--- src/rtl/mem_pkg.sv ---
// Shared encodings for the MEM stage: load/store types, FSM states and byte enables.
package mem_pkg;

  localparam logic [2:0] LOAD_LW  = 3'b000;
  localparam logic [2:0] LOAD_LB  = 3'b001;
  localparam logic [2:0] LOAD_LBU = 3'b010;
  localparam logic [2:0] LOAD_LH  = 3'b011;
  localparam logic [2:0] LOAD_LHU = 3'b100;

  localparam logic [1:0] STORE_SW = 2'b00;
  localparam logic [1:0] STORE_SB = 2'b01;
  localparam logic [1:0] STORE_SH = 2'b10;

  localparam logic [3:0] BE_ALL  = 4'b1111;
  localparam logic [3:0] BE_LO   = 4'b0011;
  localparam logic [3:0] BE_HI   = 4'b1100;
  localparam logic [3:0] BE_BYTE = 4'b0001;

  typedef enum logic [1:0] {
    S_IDLE = 2'd0,
    S_WAIT = 2'd1,
    S_HOLD = 2'd2
  } state_t;

endpackage

--- src/rtl/mem_access_stage_align.sv ---
// Byte-lane steering: store replication and byte enables, load extract/extension,
// and alignment check for the current access type.
module mem_lane_align
  import mem_pkg::*;
(
  input  logic [1:0]  addr_lo,
  input  logic        is_write,
  input  logic [2:0]  load_type,
  input  logic [1:0]  store_type,
  input  logic [31:0] store_data,
  input  logic [31:0] rdata,
  output logic [3:0]  be,
  output logic [31:0] wdata,
  output logic [31:0] load_data,
  output logic        misalign
);

  logic [31:0] rshift;
  logic [7:0]  byte_sel;
  logic [15:0] half_sel;

  assign rshift   = rdata >> {addr_lo, 3'b000};
  assign byte_sel = rshift[7:0];
  assign half_sel = addr_lo[1] ? rdata[31:16] : rdata[15:0];

  always_comb begin
    be       = BE_ALL;
    wdata    = store_data;
    misalign = 1'b0;
    if (is_write) begin
      case (store_type)
        STORE_SB: begin
          be    = BE_BYTE << addr_lo;
          wdata = {4{store_data[7:0]}};
        end
        STORE_SH: begin
          be       = addr_lo[1] ? BE_HI : BE_LO;
          wdata    = {2{store_data[15:0]}};
          misalign = addr_lo[0];
        end
        default: misalign = |addr_lo;
      endcase
    end else begin
      case (load_type)
        LOAD_LB, LOAD_LBU: misalign = 1'b0;
        LOAD_LH, LOAD_LHU: misalign = addr_lo[0];
        default:           misalign = |addr_lo;
      endcase
    end
  end

  always_comb begin
    case (load_type)
      LOAD_LB:  load_data = {{24{byte_sel[7]}}, byte_sel};
      LOAD_LBU: load_data = {24'h000000, byte_sel};
      LOAD_LH:  load_data = {{16{half_sel[15]}}, half_sel};
      LOAD_LHU: load_data = {16'h0000, half_sel};
      default:  load_data = rdata;
    endcase
  end

endmodule

--- src/rtl/mem_access_stage.sv ---
// MEM pipeline stage: drives the data-memory handshake, stalls while an access is
// outstanding and hands aligned/extended load data to MEM/WB.
//
// state  | meaning
// S_IDLE | no access outstanding; a new aligned access is requested this cycle
// S_WAIT | request issued, waiting for dmem_ready (timeout counter running)
// S_HOLD | data captured but MEM/WB stalled; replay latched data, no new request
module mem_access_stage
  import mem_pkg::*;
#(
  parameter int TIMEOUT = 255
) (
  input  logic        clk,
  input  logic        rst,
  input  logic [31:0] ALUResult_in,
  input  logic [31:0] MemWriteData_in,
  input  logic        MemRead_in,
  input  logic        MemWrite_in,
  input  logic [2:0]  Load_in,
  input  logic [1:0]  Store_in,
  input  logic        WB_Stall,
  output logic        dmem_req,
  output logic        dmem_we,
  output logic [31:0] dmem_addr,
  output logic [3:0]  dmem_be,
  output logic [31:0] dmem_wdata,
  input  logic [31:0] dmem_rdata,
  input  logic        dmem_ready,
  output logic [31:0] MemReadData_o,
  output logic        MEM_Stall,
  output logic        misalign_o,
  output logic        buserr_o
);

  localparam int CNT_W = (TIMEOUT < 2) ? 1 : $clog2(TIMEOUT + 1);
  localparam bit TO_EN = (TIMEOUT != 0);
  localparam logic [CNT_W-1:0] TO_LAST = (TIMEOUT > 0) ? CNT_W'(TIMEOUT - 1) : '0;

  state_t           state;
  logic [CNT_W-1:0] cnt;
  logic [31:0]      held_data;

  logic        access;
  logic        mis_raw;
  logic        go;
  logic [31:0] load_data;
  logic [31:0] rd_now;

  mem_lane_align u_align (
    .addr_lo    (ALUResult_in[1:0]),
    .is_write   (MemWrite_in),
    .load_type  (Load_in),
    .store_type (Store_in),
    .store_data (MemWriteData_in),
    .rdata      (dmem_rdata),
    .be         (dmem_be),
    .wdata      (dmem_wdata),
    .load_data  (load_data),
    .misalign   (mis_raw)
  );

  assign access     = MemRead_in | MemWrite_in;
  assign go         = access & ~mis_raw;
  assign rd_now     = MemWrite_in ? 32'h0 : load_data;
  assign dmem_addr  = {ALUResult_in[31:2], 2'b00};
  assign dmem_we    = dmem_req & MemWrite_in;
  assign misalign_o = rst & access & mis_raw;

  // The cycle carrying buserr_o retires the faulted access, so no request is reissued then.
  always_comb begin
    dmem_req      = 1'b0;
    MEM_Stall     = 1'b0;
    MemReadData_o = 32'h0;
    case (state)
      S_IDLE: begin
        if (go && !buserr_o) begin
          dmem_req = 1'b1;
          if (dmem_ready) begin
            MEM_Stall     = WB_Stall;
            MemReadData_o = rd_now;
          end else begin
            MEM_Stall = 1'b1;
          end
        end
      end
      S_WAIT: begin
        dmem_req = 1'b1;
        if (dmem_ready) begin
          MEM_Stall     = WB_Stall;
          MemReadData_o = rd_now;
        end else begin
          MEM_Stall = 1'b1;
        end
      end
      S_HOLD: begin
        MEM_Stall     = WB_Stall;
        MemReadData_o = held_data;
      end
      default: ;
    endcase
    if (!rst) begin
      dmem_req      = 1'b0;
      MEM_Stall     = 1'b0;
      MemReadData_o = 32'h0;
    end
  end

  always_ff @(posedge clk) begin
    if (!rst) begin
      state     <= S_IDLE;
      cnt       <= '0;
      held_data <= 32'h0;
      buserr_o  <= 1'b0;
    end else begin
      buserr_o <= 1'b0;
      case (state)
        S_IDLE: begin
          cnt <= '0;
          if (go && !buserr_o) begin
            if (dmem_ready) begin
              if (WB_Stall) begin
                held_data <= rd_now;
                state     <= S_HOLD;
              end
            end else if (TO_EN && TIMEOUT == 1) begin
              buserr_o <= 1'b1;
            end else begin
              cnt   <= CNT_W'(1);
              state <= S_WAIT;
            end
          end
        end
        S_WAIT: begin
          if (dmem_ready) begin
            cnt <= '0;
            if (WB_Stall) begin
              held_data <= rd_now;
              state     <= S_HOLD;
            end else begin
              state <= S_IDLE;
            end
          end else if (TO_EN && cnt == TO_LAST) begin
            buserr_o <= 1'b1;
            cnt      <= '0;
            state    <= S_IDLE;
          end else begin
            cnt <= cnt + 1'b1;
          end
        end
        S_HOLD: begin
          cnt <= '0;
          if (!WB_Stall) state <= S_IDLE;
        end
        default: begin
          cnt   <= '0;
          state <= S_IDLE;
        end
      endcase
    end
  end

endmodule
--- config.mk ---
export PLATFORM = sky130hd
export DESIGN_NAME = mem_access_stage
export DESIGN_NICKNAME = d
export VERILOG_FILES = /design/src/rtl/mem_pkg.sv /design/src/rtl/mem_access_stage_align.sv /design/src/rtl/mem_access_stage.sv
export SDC_FILE = /design/constraint.sdc
export NUM_CORES = 1
export LEC_CHECK = 0
export ABC_AREA = 0
export CAP_MARGIN = 0
export CORE_MARGIN = 10
export CORE_UTILIZATION = 40
export CTS_CLUSTER_SIZE = 24
export DETAILED_ROUTE_END_ITERATION = 12
export MAX_ROUTING_LAYER = met4
export PLACE_DENSITY = 0.82
export SLEW_MARGIN = 40
export SYNTH_ARGS = -nofsm -noshare
export SYNTH_HDL_FRONTEND = slang
export SYNTH_HIERARCHICAL = 1
export SYNTH_SLANG_ARGS = --single-unit
--- constraint.sdc ---
create_clock -name clk -period 4 [get_ports clk]
set_input_delay 0.8 -clock clk [delete_from_list [all_inputs] [get_ports clk]]
set_output_delay 0.8 -clock clk [all_outputs]
set_load 0.01 [all_outputs]
==> impl_metrics.env, run 1 <==
export IMPL_cp_start_kind="primary input"
export IMPL_slew_violations=0
export IMPL_peakVddDrop_mv=0.120
export IMPL_crit_fanout=7
export IMPL_final_nets=753
export IMPL_multi_input_area_um2=2640
export IMPL_initial_utilization=0.410
export IMPL_place_area_um2=5530
export IMPL_die_w_um=120
export IMPL_hold_start="held_data[10]"
export IMPL_fmax_mhz=258
export IMPL_drtIter0Drc=319
export IMPL_wire_per_inst_um=19.4
export IMPL_postSynth_asyncResetShare=0
export IMPL_row_count=36
export IMPL_dp_hpwl_um=12000
export IMPL_holdPathStages=2
export IMPL_postRouteAntennaNets=0
export IMPL_gp_congestion=0.876
export IMPL_setup_violations=0
export IMPL_diodes=0
export IMPL_cts_tree="done"
export IMPL_ys_warn_count=6
export IMPL_cts_max_level=2
export IMPL_yosys_cell_count_top_type="nand2_1"
export IMPL_yosys_register_bits=43
export IMPL_synth_area_leaders="dfxtp_1, nand2_1, mux2i_1, buf_4, nand3b_1"
export IMPL_post_cts_setup_buffers=0
export IMPL_cts_root_buf="clkbuf_8"
export IMPL_area_growth_pct=41.2
export IMPL_netlist_instances=521
export IMPL_clock_path_buffers=2
export IMPL_design_area_um2=5640
export IMPL_cap_violations=0
export IMPL_synth_edf_count=0
export IMPL_die_h_um=120
export IMPL_drc=0
export IMPL_fillers=899
export IMPL_skew_ns=0.0161
export IMPL_cts_buffers=5
export IMPL_netlist_area_um2=3990
export IMPL_port_buffers=149
export IMPL_clock_sinks=43
export IMPL_rsz0062_at_grt="no"
export IMPL_grt_usage=0.209
export IMPL_seq_area_um2=861
export IMPL_power_density_nw_per_um2=242
export IMPL_num_vias=4297
export IMPL_antenna_found_initial=0
export IMPL_synth_top_area_share=0.216
export IMPL_finalCritPeriodShare=0.970
export IMPL_drive_gt1_frac=0.173
export IMPL_yosys_area_top_type="dfxtp_1"
export IMPL_drt_total_wl_um=15000
export IMPL_io_pins=212
export IMPL_min_path_type="register to register"
export IMPL_hold_viol=0
export IMPL_total_power_mw=1.37
export IMPL_firstDrtPassIters=5
export IMPL_synth_ff_type="dfxtp_1"
export IMPL_design_core_area_um2=9730
export IMPL_holdBufCountCts=0
export IMPL_clk_pin_slew_worst_paths_ns=0.09
export IMPL_fin_crit_ns=3.88
export IMPL_leakagePower_nw=2.26
export IMPL_crit_type="primary input to output pin"
export IMPL_r2r_start="cnt[0]"
export IMPL_synth_commonest_cells="nand2_1, dfxtp_1, buf_4, nand2b_1, o21ai_0"
export IMPL_syn_area_per_cell_um2=7.66
export IMPL_grt_max_degree=66
export IMPL_grt_overflow_total=0
export IMPL_clkLatencyLatePin_ns=0.31
export IMPL_status="finished, final reports clean"
export IMPL_crit_path_end_kind="output pin"
export IMPL_reg2reg_to="cnt[0]"
export IMPL_grt_pass1_wl_um=23600
export IMPL_viasPerCell=5.54
export IMPL_synth_cell_types=51
export IMPL_r2r_cells=6
export IMPL_grt_pass1_vias=4522
export IMPL_hold_end="held_data[10]"
export IMPL_ys_seq_area_frac=0.216
export IMPL_rrSetupSlack_ns=2.42
export IMPL_cp_required_ns=3.20
export IMPL_arrival_ns=3.08
export IMPL_dieArea_um2=14400
## cells in the final DEF, fill, tap and decap left out, drive strengths merged, types with 10 or more instances in the layout
cell type / n
clkdlybuf4s15: 13
inv: 10
nand3b: 32
nand2: 88
nand2b: 37
clkbuf: 17
buf: 52
clkdlybuf4s50: 113
o21ai: 39
a22o: 16
nor2: 33
dfxtp: 43
a21o: 16
mux2i: 32
## kinds of logic after synthesis
logic type	synth area share
compound gates	0.206
xor+xnor	0.0176
buf+inv	0.139
other cells	0.000939
fa+ha+maj	0.0157
flops	0.216
simple gates	0.275
mux	0.130
## cell type report
| cell class | count | area share |
|---|---|---|
| well taps | 133 | 0.0295 |
| inverters | 10 | 0.00666 |
| clock buffers | 6 | 0.0146 |
| clock inverters | 2 | 0.00621 |
| flip-flops and latches | 43 | 0.153 |
| multi-input cells | 386 | 0.467 |
| repair buffers | 195 | 0.323 |
## flip-flops by register name, summed over array words and instances (netlist names)
name,flops
buserr_o,1
held_data,32
state,2
cnt,8
## how the worst max path moves through the flow
stage,depth (start not counted),end,from
finish,10,MemReadData_o[17],Load_in[0]
global placement,13,MemReadData_o[7],Store_in[0]
floorplan,11,MemReadData_o[10],Store_in[0]
detailed placement,13,MemReadData_o[24],Store_in[0]
CTS,13,MemReadData_o[24],Store_in[0]
global route,13,MemReadData_o[19],Store_in[0]
## stage by stage
step	std cells	setup TNS (ns)	setup WS, ns	hold slack (ns)	utilization
floorplan	522	0	0.508	0.435	-
global placement	767	-7.95	-0.307	0.443	0.568
detailed placement	767	-11.34	-0.432	0.449	0.568
CTS	775	-0.0230	-0.0211	0.465	0.580
global route	775	0	0.0252	0.487	0.580
finish	775	0	0.118	0.464	0.580
## where the power goes
| group | switching (mW) | leakage (nW) | internal (mW) |
|---|---|---|---|
| registers | 0.00758 | 0.348 | 0.439 |
| clock network | 0.168 | 0.0612 | 0.202 |
| logic | 0.263 | 1.86 | 0.287 |
| total | 0.439 | 2.26 | 0.929 |
## timing repair
action | CTS | global route
setup endpoints to repair | 35 | 43
gates resized for setup | 98 | 48
cloned | 0 | 0
## worst max-delay path, cell delays in order
cell and delay, ns:
clkdlybuf4s50_1 0.44, and2_1 0.19, a211o_1 0.29, a21oi_1 0.17
nor2_2 0.09, o31ai_4 0.25, nand3_1 0.11, buf_4 0.18
o21ai_1 0.24, dlygate4sd2_1 0.32
## metal layers
layer  up-vias  track usage  wire (µm)
met1      2004        0.216       5670
met2       214        0.359       7430
met5         -            -          0
li1       2021            -          -
met4         0        0.117        701
met3        58       0.0488       1230
Power figures use the tool's default switching activity.
==> run 2: changes to the inputs <==
--- a/config.mk
+++ b/config.mk
@@ -13,6 +13,7 @@
 export DETAILED_ROUTE_END_ITERATION = 12
 export MAX_ROUTING_LAYER = met4
 export PLACE_DENSITY = 0.82
+export SKIP_LAST_GASP = 1
 export SLEW_MARGIN = 40
 export SYNTH_ARGS = -nofsm -noshare
 export SYNTH_HDL_FRONTEND = slang
==> run 2 against run 1 <==
  * Final area shrank 0.18%
  * Highest routed layer unchanged
  * Clock skew shrank 0.0014 ns
  * Fmax shrank 0.12%
  * Via count grew 0.93%
  * Global-route usage shrank 0.090 points
  * Setup slack lost 0.0045 ns
  * Clock-buffer cell count is the same
  * Hold slack is essentially flat
  * Die area is the same
==> impl_metrics.env, run 2 (synthesis results as in run 1) <==
export IMPL_largest_register="held_data"
export IMPL_cts_buffers=5
export IMPL_crit_path_end_kind="output pin"
export IMPL_total_power_mw=1.37
export IMPL_reg2reg_to="cnt[0]"
export IMPL_row_count=36
export IMPL_grt_pass1_vias=4515
export IMPL_clock_sinks=43
export IMPL_num_vias=4337
export IMPL_cts_tree="done"
export IMPL_gp_congestion=0.876
export IMPL_firstDrtPassIters=5
export IMPL_final_common_cell="clkdlybuf4s50_1"
export IMPL_drtIter0Drc=323
export IMPL_initial_utilization=0.410
export IMPL_grt_max_degree=66
export IMPL_critical_path_top_delay_family="compound AO/OA/AOI/OAI gates"
export IMPL_slowest_delay_ns=0.44
export IMPL_area_growth_pct=41.0
export IMPL_die_w_um=120
export IMPL_drive_gt1_frac=0.171
export IMPL_cts_max_level=2
export IMPL_fin_setup_tns_ns=0
export IMPL_layout_common_cells="clkdlybuf4s50_1, nand2_1, dfxtp_1, buf_4, nand2b_1"
export IMPL_cp_num_buf_inv=3
export IMPL_rrSetupSlack_ns=2.42
export IMPL_grt_pass1_wl_um=23500
export IMPL_clkLatencyLatePin_ns=0.31
export IMPL_cp_start_kind="primary input"
export IMPL_postRouteAntennaNets=0
export IMPL_skew_ns=0.0147
export IMPL_dieArea_um2=14400
export IMPL_dp_hpwl_um=12000
export IMPL_port_buffers=149
export IMPL_worstSetupStartpoint="Load_in[0]"
export IMPL_arrival_ns=3.09
export IMPL_largest_register_ffs=32
export IMPL_fin_crit_ns=3.89
export IMPL_min_path_type="register to register"
export IMPL_dp_cells=767
export IMPL_design_core_area_um2=9730
export IMPL_slew_violations=0
export IMPL_leakagePower_nw=2.26
export IMPL_drt_total_wl_um=15100
export IMPL_crit_type="primary input to output pin"
export IMPL_post_cts_setup_buffers=0
export IMPL_power_density_nw_per_um2=243
export IMPL_cp_depth=10
export IMPL_holdPathStages=2
export IMPL_slowest_stage="clkdlybuf4s50_1"
export IMPL_fin_cells=775
export IMPL_fmax_mhz=257
export IMPL_cp_required_ns=3.20
export IMPL_cts_root_buf="clkbuf_8"
export IMPL_r2r_cells=6
export IMPL_largestRegisters="held_data (32), cnt (8), state (2)"
export IMPL_post_place_ws_ns=-0.432
export IMPL_clock_path_buffers=2
export IMPL_r2r_start="cnt[0]"
export IMPL_die_h_um=120
export IMPL_peakVddDrop_mv=0.119
export IMPL_grt_overflow_total=0
export IMPL_path_cells="clkdlybuf4s50_1, and2_1, a211o_1, a21oi_1, nor2_2, o31ai_4, nand3_1, buf_4, o21ai_1, dlygate4sd2_1"
export IMPL_status="finished, final reports clean"
export IMPL_hold_viol=0
export IMPL_wire_per_inst_um=19.4
export IMPL_holdBufCountCts=0
export IMPL_crit_fanout=7
export IMPL_clk_pin_slew_worst_paths_ns=0.09
export IMPL_drc=0
export IMPL_rsz0062_at_grt="no"
export IMPL_grt_usage=0.208
export IMPL_diodes=0
export IMPL_post_route_worst_setup_slack_ns=0.114
export IMPL_setup_violations=0
export IMPL_viasPerCell=5.60
export IMPL_cap_violations=0
export IMPL_place_area_um2=5530
export IMPL_crit_end="MemReadData_o[17]"
export IMPL_design_area_um2=5630
export IMPL_finalCritPeriodShare=0.972
export IMPL_final_nets=753
export IMPL_io_pins=212
export IMPL_antenna_found_initial=0
run 2: cell count changes in the layout (fill, tap and decap cells not counted):
cell	before	now
clkbuf_2	11	12
clkdlybuf4s15_2	12	11
o21ai_1	13	14
o21ai_2	9	8
run 2: metrics by stage:
stage,util,hold slack (ns)
finish,0.579,0.463
global route,0.579,0.487
CTS,0.580,0.465
detailed placement,0.568,0.449
global placement,0.568,0.443
floorplan,-,0.435
run 2: tightest hold or removal path, stage by stage (launching register included):
cell and delay [ns]:
dfxtp_1 0.32, nand2_1 0.05, mux2i_1 0.05
run 2: per-layer routing:
metal  share of wire  vias to the layer above  wire (µm)  track usage
met2            0.49                      223       7390        0.356
met4           0.047                        0        705        0.117
met3           0.084                       62       1270       0.0488
li1                -                     2020          -            -
met1            0.38                     2032       5700        0.215
met5               0                        -          0            -
run 2: power by group:
group          total [mW]  internal (mW)  switching, mW
sequential          0.447          0.439        0.00760
clock               0.370          0.202          0.168
combinational       0.550          0.287          0.263
run 2: worst min-delay path by stage:
stage	slack, ns	from	endpoint
finish	0.46	held_data[10]	held_data[10]
global route	0.49	held_data[24]	held_data[24]
CTS	0.46	held_data[0]	held_data[0]
detailed placement	0.45	held_data[0]	held_data[0]
global placement	0.44	held_data[4]	held_data[4]
floorplan	0.43	held_data[0]	held_data[0]
run 2: area by class of cell:
| class | count | area [µm²] |
|---|---|---|
| flip-flops and latches | 43 | 861 |
| multi-input cells | 386 | 2630 |
| clock buffers | 6 | 82.6 |
| inverters | 10 | 37.5 |
| repair buffers | 195 | 1810 |
| well taps | 133 | 166 |
| clock inverters | 2 | 35.0 |
| fillers | 902 | 4100 |
run 2: what timing repair did:
action,4_1_cts,5_1_grt
setup endpoints to repair,35,43
endpoints found under the hold margin,0,0
resized for setup,91,54
==> variant: new RTL, settings of run 2 <==
`TIMEOUT`: 255 -> 510.
--- a/src/rtl/mem_access_stage.sv
+++ b/src/rtl/mem_access_stage.sv
@@ -10,3 +10,3 @@
 #(
-  parameter int TIMEOUT = 255
+  parameter int TIMEOUT = 510
 ) (
Function: same outputs for any inputs over 4 cycles, from zero or initial values and one cycle with rst low; that may be too few to reach the edited logic, so the function may still have changed.
==> variant against run 2 <==
- the run now fails in detailed routing
- synthesized area is 0.66% higher
==> variant: results (changes against run 2) <==
CLOCKING
--------------------------------------------------------------------------
CTS H-Tree Depth                                                         2   unchanged
TritonCTS Buffers                                                        5   unchanged

GLOBAL ROUTING
--------------------------------------------------------------------------
Vias in the first global route                                       4,557   +0.93%
Initial antenna violation count                                          0   unchanged
Total GRT Usage                                                      20.1%   -0.71 points
First-pass GRT wire length                                       23,100 um   -1.9%
Pin count of the biggest net entering global routing                    36   -45%

OUTCOME
--------------------------------------------------------------------------
Stage at which the run stopped                                detailed routing
Result of the run                                             stopped before the end
Error Message                                                 [ERROR DRT-0255] Maze Route cannot find path of net ALUResult_in[7] in worker of routeBox ( 96600 96600 ) ( 120235 120235 ).

LOGIC SYNTHESIS
--------------------------------------------------------------------------
Yosys synthesis warning count                                            6   unchanged
Sequential-to-total area share from yosys stat                       21.9%   +0.36 points
Mean area per synthesized cell                                   7.70 um^2   +0.47%
Total of flip-flops plus latches after synthesis                        44   +2.3%
Async set-or-reset flop fraction in the synthesized netlist             0%   unchanged
Synth Instances                                                        522   +0.19%
Area contributors post-synth                                  sky130_fd_sc_hd__dfxtp_1 22%, sky130_fd_sc_hd__nand2_1 8.2%, sky130_fd_sc_hd__mux2i_1 8.0%
Most common library cells after synthesis                     88 x sky130_fd_sc_hd__nand2_1, 44 x sky130_fd_sc_hd__dfxtp_1, 41 x sky130_fd_sc_hd__buf_4
Flip-flop cell with the highest count after synthesis         sky130_fd_sc_hd__dfxtp_1

PLACE
--------------------------------------------------------------------------
Final RePlAce weighted congestion                                    0.911   +3.9%
Count of input and output buffers                                      149   unchanged
Worst setup slack before clock tree synthesis                      -531 ps   -99.3 ps
Detail Placement HPWL                                            11,800 um   -1.5%
Placed cell count                                                      766   -0.13%
Area after detailed placement                                    5510 um^2   -0.23%

TIMING
--------------------------------------------------------------------------
Worst endpoint from the post-global-route timing repair       MemReadData_o[25]
Worst ep type                                                 top-level output

-- variant: cell count changes after synthesis, moves of 4 or more --
cell                       before  now
sky130_fd_sc_hd__buf_2          7    3
sky130_fd_sc_hd__nand3b_1      32    0
sky130_fd_sc_hd__nor2_1        32   25
sky130_fd_sc_hd__nor2_2         1    8
sky130_fd_sc_hd__or2_2          0   32
-- variant: per-layer routing --
layer	global-route usage [%]
met5	-
met4	8.75
met2	35.7
met3	6.56
met1	19.6
-- variant: through the flow --
stage / utilization [%] / TNS, ps
floorplan: - / 0
global placement: 56.4 / -11880
detailed placement: 56.4 / -14700
CTS: 56.9 / -234
global route: 57.4 / -10.4
-- variant: kinds of logic after synthesis --
kind of cell | share of synthesized area, %
multiplexers | 12.9
buffers and inverters | 13.9
adder cells (fa/ha/maj) | 1.56
other | 0.0933
AO/OA/AOI/OAI | 20.1
flip-flops | 21.9
XOR/XNOR | 1.96
AND/OR/NAND/NOR | 27.5
-- variant: what timing repair did --
item / CTS / global route
gates resized for setup: 136 / 42
endpoints found under the setup margin: 35 / 42
pin swaps: 0 / 2
buffers inserted: 1 / 0
hold buffers: 0 / 0
